`src/rtl/r_reorder_ctrl.sv`:
```
// R-channel reorder control core.
// Forwards in-order beats straight to the master, parks out-of-order beats in
// the response memory, drains parked bursts once they reach the head of their
// row, and hands each finished uid back to the allocator.
module r_reorder_ctrl #(
    parameter int ID_WIDTH   = 4,
    parameter int NUM_ROWS   = 4,
    parameter int NUM_COLS   = 4,
    parameter int DATA_WIDTH = 64,
    parameter int RESP_WIDTH = 2,
    localparam int ROW_W     = $clog2(NUM_ROWS),
    localparam int COL_W     = $clog2(NUM_COLS),
    localparam int UID_W     = ROW_W + COL_W
) (
    input  logic                  clk,
    input  logic                  rst,
    input  logic                  in_valid,
    output logic                  in_ready,
    input  logic [UID_W-1:0]      in_uid,
    input  logic [DATA_WIDTH-1:0] in_data,
    input  logic [RESP_WIDTH-1:0] in_resp,
    input  logic                  in_last,
    output logic                  out_valid,
    input  logic                  out_ready,
    output logic [ID_WIDTH-1:0]   out_id,
    output logic [DATA_WIDTH-1:0] out_data,
    output logic [RESP_WIDTH-1:0] out_resp,
    output logic                  out_last,
    output logic                  st_valid,
    input  logic                  st_ready,
    output logic [UID_W-1:0]      st_uid,
    output logic [DATA_WIDTH-1:0] st_data,
    output logic [RESP_WIDTH-1:0] st_resp,
    output logic                  st_last,
    input  logic                  rm_full,
    output logic                  rl_ready,
    input  logic                  rl_valid,
    output logic [UID_W-1:0]      rl_uid,
    input  logic [DATA_WIDTH-1:0] rl_data,
    input  logic [RESP_WIDTH-1:0] rl_resp,
    input  logic                  rl_last,
    output logic [UID_W-1:0]      restore_uid,
    input  logic [ID_WIDTH-1:0]   restored_id,
    output logic                  free_req,
    output logic [UID_W-1:0]      free_uid,
    input  logic                  free_ack
);

    localparam logic [1:0] ST_IDLE    = 2'd0;
    localparam logic [1:0] ST_DIRECT  = 2'd1;
    localparam logic [1:0] ST_RELEASE = 2'd2;
    localparam logic [1:0] ST_FREE    = 2'd3;
    localparam int NUM_UIDS = NUM_ROWS * NUM_COLS;

    logic [1:0]          state_q, state_d;
    logic [UID_W-1:0]    cur_uid_q, cur_uid_d;
    logic [COL_W-1:0]    release_idx_q [NUM_ROWS];
    logic [COL_W-1:0]    release_idx_d [NUM_ROWS];
    logic [NUM_UIDS-1:0] waiting_q, waiting_d;

    logic [ROW_W-1:0]    in_row_s, cur_row_s, cand_row_s;
    logic [COL_W-1:0]    in_col_s;
    logic [NUM_ROWS-1:0] rm_hit_s;
    logic                any_hit_s, direct_hit_s;
    logic                fwd_sel_s, rel_sel_s, store_sel_s, free_sel_s;
    logic                store_hs_s, rel_done_s;

    assign in_row_s  = in_uid[UID_W-1:COL_W];
    assign in_col_s  = in_uid[COL_W-1:0];
    assign cur_row_s = cur_uid_q[UID_W-1:COL_W];

    // A beat may bypass memory only if it is its row's head and nothing of that uid is parked.
    assign direct_hit_s = in_valid & (in_col_s == release_idx_q[in_row_s]) & ~waiting_q[in_uid];
    assign store_hs_s   = store_sel_s & in_valid & ~rm_full & st_ready;
    assign rel_done_s   = rel_sel_s & rl_valid & out_ready & rl_last;

    // Find rows whose head uid is parked; the lowest such row drains first.
    always_comb begin
        rm_hit_s   = {NUM_ROWS{1'b0}};
        cand_row_s = {ROW_W{1'b0}};
        any_hit_s  = 1'b0;
        for (int r = 0; r < NUM_ROWS; r++) begin
            rm_hit_s[r] = waiting_q[{r[ROW_W-1:0], release_idx_q[r]}];
            if (rm_hit_s[r] && !any_hit_s) begin
                cand_row_s = r[ROW_W-1:0];
                any_hit_s  = 1'b1;
            end else begin
                cand_row_s = cand_row_s;
            end
        end
    end

    // Sequencing FSM: choose the path for this cycle and the next state.
    always_comb begin
        state_d     = state_q;
        cur_uid_d   = cur_uid_q;
        fwd_sel_s   = 1'b0;
        rel_sel_s   = 1'b0;
        store_sel_s = 1'b0;
        free_sel_s  = 1'b0;
        for (int r = 0; r < NUM_ROWS; r++) begin
            release_idx_d[r] = release_idx_q[r];
        end
        case (state_q)
            ST_IDLE: begin
                if (any_hit_s) begin
                    // Draining parked data takes precedence over new in-order beats.
                    store_sel_s = 1'b1;
                    cur_uid_d   = {cand_row_s, release_idx_q[cand_row_s]};
                    state_d     = ST_RELEASE;
                end else if (direct_hit_s) begin
                    fwd_sel_s = 1'b1;
                    if (out_ready) begin
                        cur_uid_d = in_uid;
                        state_d   = in_last ? ST_FREE : ST_DIRECT;
                    end else begin
                        state_d = ST_IDLE;
                    end
                end else begin
                    store_sel_s = 1'b1;
                end
            end
            ST_DIRECT: begin
                if (in_uid == cur_uid_q) begin
                    fwd_sel_s = 1'b1;
                    if (in_valid && out_ready && in_last) begin
                        state_d = ST_FREE;
                    end else begin
                        state_d = ST_DIRECT;
                    end
                end else begin
                    store_sel_s = 1'b1;
                end
            end
            ST_RELEASE: begin
                // Every incoming beat, even of the draining uid, goes to memory.
                rel_sel_s   = 1'b1;
                store_sel_s = 1'b1;
                if (rel_done_s) begin
                    state_d = ST_FREE;
                end else begin
                    state_d = ST_RELEASE;
                end
            end
            ST_FREE: begin
                free_sel_s  = 1'b1;
                store_sel_s = 1'b1;
                if (free_ack) begin
                    release_idx_d[cur_row_s] = release_idx_q[cur_row_s] + COL_W'(1);
                    state_d                  = ST_IDLE;
                end else begin
                    state_d = ST_FREE;
                end
            end
            default: begin
                state_d = ST_IDLE;
            end
        endcase
    end

    // Track parked uids: set on any store, cleared when the drained burst ends.
    always_comb begin
        waiting_d = waiting_q;
        if (rel_done_s) begin
            waiting_d[cur_uid_q] = 1'b0;
        end else begin
            waiting_d = waiting_q;
        end
        if (store_hs_s) begin
            waiting_d[in_uid] = 1'b1;
        end else begin
            waiting_d = waiting_d;
        end
    end

    // Drive all handshake and payload outputs from the selected path.
    always_comb begin
        out_valid   = 1'b0;
        out_data    = {DATA_WIDTH{1'b0}};
        out_resp    = {RESP_WIDTH{1'b0}};
        out_last    = 1'b0;
        restore_uid = {UID_W{1'b0}};
        in_ready    = 1'b0;
        if (fwd_sel_s) begin
            out_valid   = in_valid;
            out_data    = in_data;
            out_resp    = in_resp;
            out_last    = in_last;
            restore_uid = in_uid;
            in_ready    = in_valid & out_ready;
        end else if (rel_sel_s) begin
            out_valid   = rl_valid;
            out_data    = rl_data;
            out_resp    = rl_resp;
            out_last    = rl_last;
            restore_uid = cur_uid_q;
            in_ready    = in_valid & st_ready & ~rm_full;
        end else if (store_sel_s) begin
            in_ready = in_valid & st_ready & ~rm_full;
        end else begin
            in_ready = 1'b0;
        end
        out_id   = out_valid ? restored_id : {ID_WIDTH{1'b0}};
        st_valid = store_sel_s & in_valid & ~rm_full;
        st_uid   = st_valid ? in_uid  : {UID_W{1'b0}};
        st_data  = st_valid ? in_data : {DATA_WIDTH{1'b0}};
        st_resp  = st_valid ? in_resp : {RESP_WIDTH{1'b0}};
        st_last  = st_valid & in_last;
        rl_ready = rel_sel_s & out_ready;
        rl_uid   = rel_sel_s ? cur_uid_q : {UID_W{1'b0}};
        free_req = free_sel_s;
        free_uid = free_sel_s ? cur_uid_q : {UID_W{1'b0}};
    end

    // State registers with synchronous reset; a reset mid-burst simply abandons it.
    always_ff @(posedge clk) begin
        if (rst) begin
            state_q   <= ST_IDLE;
            cur_uid_q <= {UID_W{1'b0}};
            waiting_q <= {NUM_UIDS{1'b0}};
            for (int r = 0; r < NUM_ROWS; r++) begin
                release_idx_q[r] <= {COL_W{1'b0}};
            end
        end else begin
            state_q   <= state_d;
            cur_uid_q <= cur_uid_d;
            waiting_q <= waiting_d;
            for (int r = 0; r < NUM_ROWS; r++) begin
                release_idx_q[r] <= release_idx_d[r];
            end
        end
    end

endmodule

```
`config.mk`:
```
export PLATFORM = sky130hd
export DESIGN_NAME = r_reorder_ctrl
export DESIGN_NICKNAME = d
export VERILOG_FILES = /design/src/rtl/r_reorder_ctrl.sv
export SDC_FILE = /design/constraint.sdc
export NUM_CORES = 1
export LEC_CHECK = 0
export ABC_CLOCK_PERIOD_IN_PS = 5000
export CAP_MARGIN = 20
export CORE_AREA = 4 4 116 118
export CTS_BUF_LIST = sky130_fd_sc_hd__clkbuf_2 sky130_fd_sc_hd__clkbuf_4 sky130_fd_sc_hd__clkbuf_8
export CTS_CLUSTER_DIAMETER = 60
export CTS_CLUSTER_SIZE = 8
export DETAILED_ROUTE_END_ITERATION = 10
export DIE_AREA = 0 0 120 122
export PLACE_DENSITY = 0.82
export REMOVE_ABC_BUFFERS = 1
export SYNTH_ARGS = -nofsm -noshare
export SYNTH_HDL_FRONTEND = slang
export SYNTH_SLANG_ARGS = --single-unit
```
`constraint.sdc`:
```
create_clock -name clk -period 5 [get_ports clk]
set_input_delay 1 -clock clk [delete_from_list [all_inputs] [get_ports clk]]
set_output_delay 1 -clock clk [all_outputs]
set_load 0.01 [all_outputs]
```
Yosys cells after proc, flatten, opt, wreduce, memory -nomap -nowiden:

Memories as Yosys holds them, arrays and structs flattened. A register that Yosys moved wholly into a read port is not among the register bits.
Cells that the tools add are included.

* mux-type cells: 77
* magnitude comparators: 10
* reduce and logical (&&, ||, !) cells: 17
* $add $sub $neg: 1
* eq/ne operators: 7
* bitwise gates (word level): 23

Operator list (number)
* 2-to-1 mux 64 bit: 3
* 2-to-1 mux 2 bit: 19
* 2-to-1 mux 16 bit: 2
* 2-to-1 mux 4 bit: 8
* 2-to-1 mux 1 bit: 31
* < comparator 4 x 5 -> 1 bit, second input constant: 4
* bitwise AND 16 bit: 1
* 2-to-1 mux 8 bit: 2
* inverter 16 bit: 1
* bitwise OR 16 bit: 1
* bitwise AND 1 bit: 13
* binary-select mux 1 bit (select 2 bit): 4
* bitwise mux 8 bit: 1
* demux 1 bit (select 4 bit): 2
* greater-or-equal comparator 4 x 1 -> 1 bit, second input constant: 2
* logical AND 1 bit: 8
* one-hot mux 2 bit (4 select lines): 1
* < comparator 2 x 5 -> 1 bit, second input constant: 1
* < comparator 3 x 5 -> 1 bit, second input constant: 1
* binary-select mux 1 bit (select 4 bit): 1
* demux 2 bit (select 2 bit): 1
* == test 2 bit, second input constant: 2
* == test 4 bit: 1
* bitwise OR 1 bit: 4
* other kinds (17): 21

* RAM bits: 8
* input port bits: 150
* output and inout port bits: 159
* memories: 1
* register bits after elaboration: 22

Memory list
* release_idx_q: depth 4, width 2, rd ports 7, clocked after Yosys merged registers in 1, wr ports 4, RTL line 57 `logic [COL_W-1:0] release_idx_q [NUM_ROWS];`

Logic depth before layout (Yosys ltp):

Gate-level depths: netlist (run 1).
An unclocked memory read counts as a cell.

* depth in word-level cells: 19
* mapped depth: 10

Worst setup path before layout (run 1):

OpenSTA, ideal clock, no wires.

* kind: input -> output
* start: in in_uid[1]
* end: out in_ready
* cell stages on the path: 10
* setup slack: 0.804 ns
* data arrival time: 3.196 ns
* data required time: 4.000 ns
* buffers on the path: 4
* path through: clkbuf_1 buf_1 mux2i_1 o22a_1 o21ai_0 a2111oi_4 nand2b_1 buf_4 buf_4 mux2i_1

* word-level cells in the longest chain between the ends: 10
* elaborated cells between the ends (all ways): 18
* classes of those cells: eq/ne: 2; mux: 13; bitwise: 3

Ends and longest elaborated chain
* from (decl): RTL line 19 `input logic [UID_W-1:0] in_uid,`
* binary-select mux 1 bit (select 4 bit): RTL line 73 `assign direct_hit_s = in_valid & (in_col_s == release_idx_q[in_row_s]) & ~waiting_q[in_uid];`
* 2-to-1 mux 1 bit (implied by the code): RTL line 73
* inverter 1 bit: RTL line 73
* bitwise AND 1 bit: RTL line 73
* 2-to-1 mux 1 bit: RTL line 111 `end else if (direct_hit_s) begin`
* 2-to-1 mux 1 bit: RTL line 106 `if (any_hit_s) begin`
* one-hot mux 1 bit (3 select lines): RTL line 104 `case (state_q)`
* 2-to-1 mux 1 bit: RTL line 198 `end else if (store_sel_s) begin`
* 2-to-1 mux 1 bit: RTL line 191 `end else if (rel_sel_s) begin`
* 2-to-1 mux 1 bit *: RTL line 184 `if (fwd_sel_s) begin`
* to (decl): RTL line 18 `output logic in_ready,`

Every way passes the cells marked *; elsewhere a longest branch is shown, timed or not. The select of a mux whose other input is x is not followed.

Worst setup path after layout (run 1):

* start: in in_uid[0]
* end: out st_data[35]

* word-level cells in the longest chain between the ends: 10
* elaborated cells between the ends (all ways): 14
* classes of those cells: eq/ne: 2; mux: 7; bitwise: 5

Ends and longest elaborated chain
* binary-select mux 1 bit (select 4 bit): RTL line 73
* 2-to-1 mux 1 bit (implied by the code): RTL line 73
* inverter 1 bit: RTL line 73
* bitwise AND 1 bit: RTL line 73
* 2-to-1 mux 1 bit: RTL line 111
* 2-to-1 mux 1 bit: RTL line 106
* one-hot mux 1 bit (3 select lines) *: RTL line 104
* bitwise AND 1 bit * (2 in series): RTL line 204 `st_valid = store_sel_s & in_valid & ~rm_full;`
* 2-to-1 mux 64 bit *: RTL line 206 `st_data = st_valid ? in_data : {DATA_WIDTH{1'b0}};`
* to (decl): RTL line 32 `output logic [DATA_WIDTH-1:0] st_data,`

Marked as above.

==> results by group, run 1 <==
Setup path
  • Critical path fanouts, max: 39
  • CP Launch Type: primary input
  • Critical Path AT: 3.90 ns
  • WS Path Type: in2out
  • Endpoint class of the critical path: primary output
  • Crit path required time: 4.00 ns

Die
  • Core area: 12500 um2
  • Area of the die: 14600 um2
  • Rows: 41
  • Die X: 120 um
  • Die Height: 122 um
  • I/O Pins: 309
  • Starting Density: 0.264

Drt
  • Drc violations: 0
  • Final ANT Viol Nets: 0
  • 1st-iter DRT viols: 481
  • Drt wl/cell: 26.9 um
  • WL final: 24500 um
  • Via density: 5.43
  • 1st-pass router iterations: 6
  • WL met1: 10600 um
  • Met2 WL: 10500 um
  • DR WL met3: 3040 um
  • Top sig layer: met4
  • DR vias: 4952

STA
  • Period utilization: 0.980
  • RSZ-0062 raised after global routing: false
  • Final slew viol count: 0
  • Worst Skew: 0.00430 ns
  • Final Hold Fails: 0
  • Post-layout minimum cycle time: 4.90 ns
  • Final Worst Setup Slack: 0.101 ns
  • Tightest Pin Transition: 0.897 ns
  • Slew HR: 0.387
  • WHS: 0.519 ns
  • Fmax: 204 MHz
  • Setup-failing EPs final: 0

Placement
  • DP Wirelength: 20600 um
  • Setup WS pre-CTS: -0.101 ns
  • Port bufs: 308
  • Dpl cells: 897
  • Placer Congestion: 1.01

Logic synthesis
  • Largest area contributor in the netlist: dfxtp_1
  • Seq cells post-synth: 32
  • Synthesized instance count: 422
  • Syn Std Cell Area: 3290 um2
  • Ys Warns: 0
  • Post-synth top flop: dfxtp_1
  • Area contributors post-synth: dfxtp_1 (19%), a22o_1 (18%), and2_1 (15%)
  • Async SR Flop Fraction: 0
  • Yosys top cell area share: 0.195
  • Post-Syn Area per Cell: 7.80 um2
  • Post-synth EDFFs: 0
  • Seq/Total Area, Yosys: 0.195
  • Library cells used by synthesis: 46

Clock tree
  • H-tree depth: 2
  • CTS Buffer Depth: 2
  • Clock Root Buffer: clkbuf_8
  • Reg clk slew, reported paths: 0.07 ns
  • CTS Buf Count: 5
  • Clk sinks: 32
  • Clk_lat worst skew: 0.29 ns
  • CTS tree: done

Global route
  • Initial antenna violation count: 8
  • Pin count of the biggest net entering global routing: 40
  • Total GRT Usage: 0.318
  • Vias in the first global route: 4889
  • First-pass GRT wire length: 34000 um
  • GRT overflow: 0

Flow run
  • Max Cap Viol: 0

Run status
  • Status: finished clean

Pwr
  • Clock Power Share: 0.237
  • Net Switching: 343 uW
  • Max IR drop VDD: 0.000106 V
  • Sw frac: 0.320
  • Logic pwr share: 0.514
  • Leakage: 2.59 nW
  • Internal: 728 uW
  • Reg power frac: 0.249
  • PwrDens: 156 nW/um2

Finish
  • Layout cells sized above 1: 0.0955
  • Most frequent cells in the layout: clkdlybuf4s50_1 (304), and2_1 (79), a22o_1 (67)
  • P&R area growth vs syn: 109%
  • Final #Nets: 882
  • Commonest non-fill, non-tap cell in the layout: clkdlybuf4s50_1
  • Fin cells: 912
  • Final core utilization: 0.551

Worst hold path
  • Worst Hold Class: reg2reg
flip-flops by register name, summed over array words and instances (netlist names), named ones only:
signal         count
cur_uid_q          4
state_q            2
release_idx_q      8
waiting_q         16
layout make-up:
class	instances	area [um2]
Timing Repair Buffer	343	3390
Antenna cell	7	17.5
Sequential cell	32	644
Inverter	5	18.8
Clock inverter	2	35.0
Clock buffer	6	76.3
Multi-Input combinational cell	345	2480
Fill cell	1163	5590
Tap cell	172	215
worst max-delay path, cell delays in order:
cell             delay, ns
dlygate4sd2_1         0.30
buf_4                 0.18
or3b_2                0.48
o22a_1                0.25
o21ai_0               0.19
a2111oi_4             0.09
buf_4                 0.18
nor2_4                0.15
buf_12                0.19
and2_1                0.28
clkdlybuf4s50_1       0.60
synthesized netlist by cell type, drive strengths merged (9+ instances only):
master  instances
a22o           67
and2           79
buf             9
clkbuf         31
dfxtp          32
mux2i          15
nand2          26
nand3          18
nor2           23
o21ai          21
routing by layer:
metal,track usage,up-vias
met5,0,-
met4,0.0730,0
met3,0.116,27
met2,0.478,338
met1,0.435,2404
li1,-,2183
path summary, 6_finish.rpt:
| path | end | depth (start not counted) | start | slack, ns |
|---|---|---|---|---|
| hold / removal | waiting_q[1] | 2 | waiting_q[1] | 0.52 |
| setup / recovery | st_data[35] | 11 | in_uid[0] | 0.10 |
| hold reg to reg | waiting_q[1] | 2 | waiting_q[1] | 0.52 |
| setup reg to reg | waiting_q[3] | 7 | release_idx_q[0][0] | 1.85 |
metrics by stage:
| stage | total power [mW] | area [um2] | setup TNS [ns] |
|---|---|---|---|
| after floorplan | 0.439 | 3110 | -4.68 |
| after global placement | 0.811 | 6730 | -2.22 |
| after detailed placement | 0.812 | 6730 | -2.98 |
| after CTS | 1.07 | 6850 | 0 |
| after global routing | 1.11 | 6870 | 0 |
| final | 1.07 | 6870 | 0 |
power by group through the flow:
| stage | clock, mW | sequential, mW | combinational, mW |
|---|---|---|---|
| 6_report | 0.254 | 0.266 | 0.550 |
| 5_1_grt | 0.265 | 0.267 | 0.574 |
| 4_1_cts | 0.255 | 0.266 | 0.544 |
| 3_5_place_dp | 0 | 0.272 | 0.540 |
| 3_3_place_gp | 0 | 0.272 | 0.539 |
| 2_1_floorplan | 0 | 0.271 | 0.169 |
what timing repair did:
action / CTS / global route
endpoints found under the setup margin: 83 / 80
hold endpoints to repair: 0 / 0
hold buffers: 0 / 0
setup buffers: 0 / 0
pin swaps: 0 / 0
gates resized for setup: 7 / 4
gates cloned: 0 / 0
cell families (layout without fill, tap and decap cells):
group                     Yosys count  in the layout  synth area share
AOI/OAI and AO/OA                 122            122             0.293
xor gates and xnor gates            7              7            0.0186
buffers and inverters              45            356            0.0604
DFF                                32             32             0.195
muxes                              30             30             0.121
other                               0              7                 0
and+or+nand+nor                   186            186             0.312
Note: power is estimated with default switching activity, not from simulation.
==> inputs of run 2 (changes only) <==
CELL_PAD_IN_SITES_DETAIL_PLACEMENT = 0   (was not set)
CELL_PAD_IN_SITES_GLOBAL_PLACEMENT = 1   (was not set)
CORE_AREA = not set   (was 4 4 116 118)
CORE_MARGIN = 4   (was not set)
CORE_UTILIZATION = 20   (was not set)
DIE_AREA = not set   (was 0 0 120 122)
PLACE_DENSITY = 0.92   (was 0.82)
==> run 2 against run 1 <==
Cell area rose by 3.5%. Flip-flop and latch count did not move. Clock-buffer cell count rose by 1. Clock power fell by 17%. Wire length fell by 2.4%. Combinational power fell by 5.5%. Core utilization fell by 11 points. Largest power group unchanged. Clock skew fell by 0.00096 ns. Power fell by 6.7%. Non-clock buffer count rose by 1. Cell count rose by 4.5%. Global-route usage fell by 7.5 points.
==> results by group, run 2 (synthesized netlist as in run 1, its figures left out) <==
Finish
  • Largest registers: waiting_q x16, release_idx_q x8, cur_uid_q x4
  • Fill cell count: 1674 (+44%)
  • Final #Nets: 883 (+0.11%)
  • P&R area growth vs syn: 116%
  • Register area: 641 um2 (-0.58%)
  • Layout cells sized above 1: 0.101 (+0.00546)
  • Reg with most FFs: waiting_q
  • Commonest non-fill, non-tap cell in the layout: clkdlybuf4s50_1
  • Most frequent cells in the layout: clkdlybuf4s50_1 (182), dlymetal6s2s_1 (80), and2_1 (79)
  • Area of the multi-input gates: 2480 um2 (+0.15%)
  • Max reg flops: 16 (unchanged)
  • Fin cells: 953 (+4.5%)
  • Final core utilization: 0.444 (-0.107)

Pwr
  • Max IR drop VDD: 0.0000842 V (-21%)
  • PwrDens: 140 nW/um2 (-9.9%)
  • Leakage: 4.13 nW (+59%)

STA
  • WHS: 0.500 ns (-0.0190 ns)
  • Worst Skew: 0.00335 ns (-0.000955 ns)
  • Final slew viol count: 0 (unchanged)
  • Final Hold Fails: 0 (unchanged)
  • Total negative slack: 0 ns (unchanged)
  • Slew HR: 0.443 (+0.0567)
  • Setup-failing EPs final: 0 (unchanged)
  • Period utilization: 0.978 (-0.00148)
  • Post-layout minimum cycle time: 4.89 ns (-0.00741 ns)
  • Fmax: 204 MHz (+0.15%)
  • RSZ-0062 raised after global routing: false
  • Tightest Pin Transition: 0.814 ns (-0.0829 ns)

Clock tree
  • Clk sinks: 32 (unchanged)
  • CTS Buffer Depth: 2 (unchanged)
  • Reg clk slew, reported paths: 0.06 ns (about the same)
  • H-tree depth: 2 (unchanged)
  • Hold buffers post-CTS: 0 (unchanged)
  • CTS Buf Count: 5 (unchanged)
  • Clk_lat worst skew: 0.28 ns (about the same)
  • CTS tree: done
  • Clock Root Buffer: clkbuf_8

Setup path
  • Critical path fanouts, max: 15 (-62%)
  • Endpoint class of the critical path: primary output
  • WS Path Type: in2out
  • Worst R2R Setup Slack: 1.77 ns (-0.08 ns)
  • Worst R2R Start: release_idx_q[3][0]
  • Critical Path AT: 3.89 ns (about the same)
  • Reg2reg end: waiting_q[3]
  • Worst R2R Path Depth: 7 (unchanged)
  • Crit path required time: 4.00 ns (about the same)
  • CP Launch Type: primary input

Run status
  • Status: finished clean

Placement
  • DP Wirelength: 20200 um (-1.8%)
  • Dpl cells: 937 (+4.5%)
  • Port bufs: 308 (unchanged)
  • Placer Congestion: 0.898 (-11%)

Drt
  • Drt wl/cell: 25.1 um (-6.6%)
  • WL final: 23900 um (-2.4%)
  • 1st-pass router iterations: 5 (-1)
  • Final ANT Viol Nets: 0 (unchanged)
  • DR vias: 4689 (-5.3%)
  • 1st-iter DRT viols: 282 (-41%)
  • Drc violations: 0 (unchanged)
  • Via density: 4.92 (-9.4%)

Global route
  • Initial antenna violation count: 6 (-2)
  • Pin count of the biggest net entering global routing: 38 (-5.0%)
  • First-pass GRT wire length: 32700 um (-3.8%)
  • Vias in the first global route: 4621 (-5.5%)
  • GRT overflow: 0 (unchanged)
  • Total GRT Usage: 0.243 (-0.0748)

Die
  • I/O Pins: 309 (unchanged)
  • Area of the die: 18600 um2 (+27%)
  • Die Height: 136 um (+12%)
  • Die X: 136 um (+14%)
  • Rows: 46 (+12%)
  • Starting Density: 0.206 (-0.0583)
  • Core area: 16000 um2 (+28%)

Flow run
  • Max Cap Viol: 0 (unchanged)

Worst hold path
  • Worst Hold Class: reg2reg
  • Hold Crit Depth: 2 (unchanged)
  • End of the worst hold path: waiting_q[2]
  • Hold path startpoint: waiting_q[2]
run 2: cell types whose count changed in the layout (fill, tap and decap cells not counted), sizes merged:
cell	before	now
diode	7	4
dlymetal6s2s	0	80
clkdlybuf4s50	304	182
buf	35	42
bufinv	1	0
clkbuf	6	7
dlygate4sd2	4	40
clkinv	2	1
run 2: stage by stage:
stage	setup slack [ns]	cell area (um2)	total power, mW
final	0.108	7110	0.999
after global routing	0.000501	7110	1.05
after CTS	-0.0294	6860	1.01
after detailed placement	-0.112	6750	0.808
after global placement	-0.112	6750	0.808
after floorplan	-0.127	3110	0.439
run 2: timing repair:
item                       in CTS  in global routing
setup buffers                   1                  3
hold endpoints to repair        0                  0
setup endpoints to repair      82                 97
pin swaps                       1                  0
cloned                          1                  0
gates resized for setup        44                 83
run 2: worst max path at each step:
stage / from / to / slack (ns) / cells past startpoint
after floorplan: release_idx_q[1][0] / in_ready / -0.13 / 6
after detailed placement: in_uid[0] / out_data[44] / -0.11 / 10
after CTS: in_uid[1] / out_data[61] / -0.03 / 11
final: in_uid[1] / out_data[30] / 0.11 / 10
after global routing: in_uid[1] / st_data[33] / 0.0005 / 11
after global placement: in_uid[0] / out_data[44] / -0.11 / 8
run 2: worst max-delay path, cell delays in order:
cell,delay (ns)
clkdlybuf4s50_1,0.48
buf_6,0.14
mux2i_1,0.21
o22ai_1,0.13
or4_4,0.56
a2111oi_4,0.27
nand2b_4,0.26
buf_12,0.16
a22o_1,0.13
clkdlybuf4s50_1,0.54
run 2: per-layer routing:
metal	track usage	vias up	share of wire	wire (um)
li1	-	2192	-	-
met1	0.275	2240	0.38	8980
met5	0	-	0.00029	7
met3	0.0537	47	0.068	1640
met2	0.430	208	0.51	12100
met4	0.120	2	0.051	1210
run 2: power breakdown:
| group | internal, mW | switching (mW) |
|---|---|---|
| clock network | 0.122 | 0.0896 |
| logic | 0.296 | 0.225 |
| registers | 0.259 | 0.00724 |
| total | 0.677 | 0.321 |
run 2: layout make-up:
type | count | share of cell area
timing repair buffer | 344 | 0.505
antenna | 4 | 0.00141
multi-input combinational | 345 | 0.349
tap | 216 | 0.0380
sequential | 32 | 0.0901
clock buffer | 7 | 0.0136
inverter | 5 | 0.00264
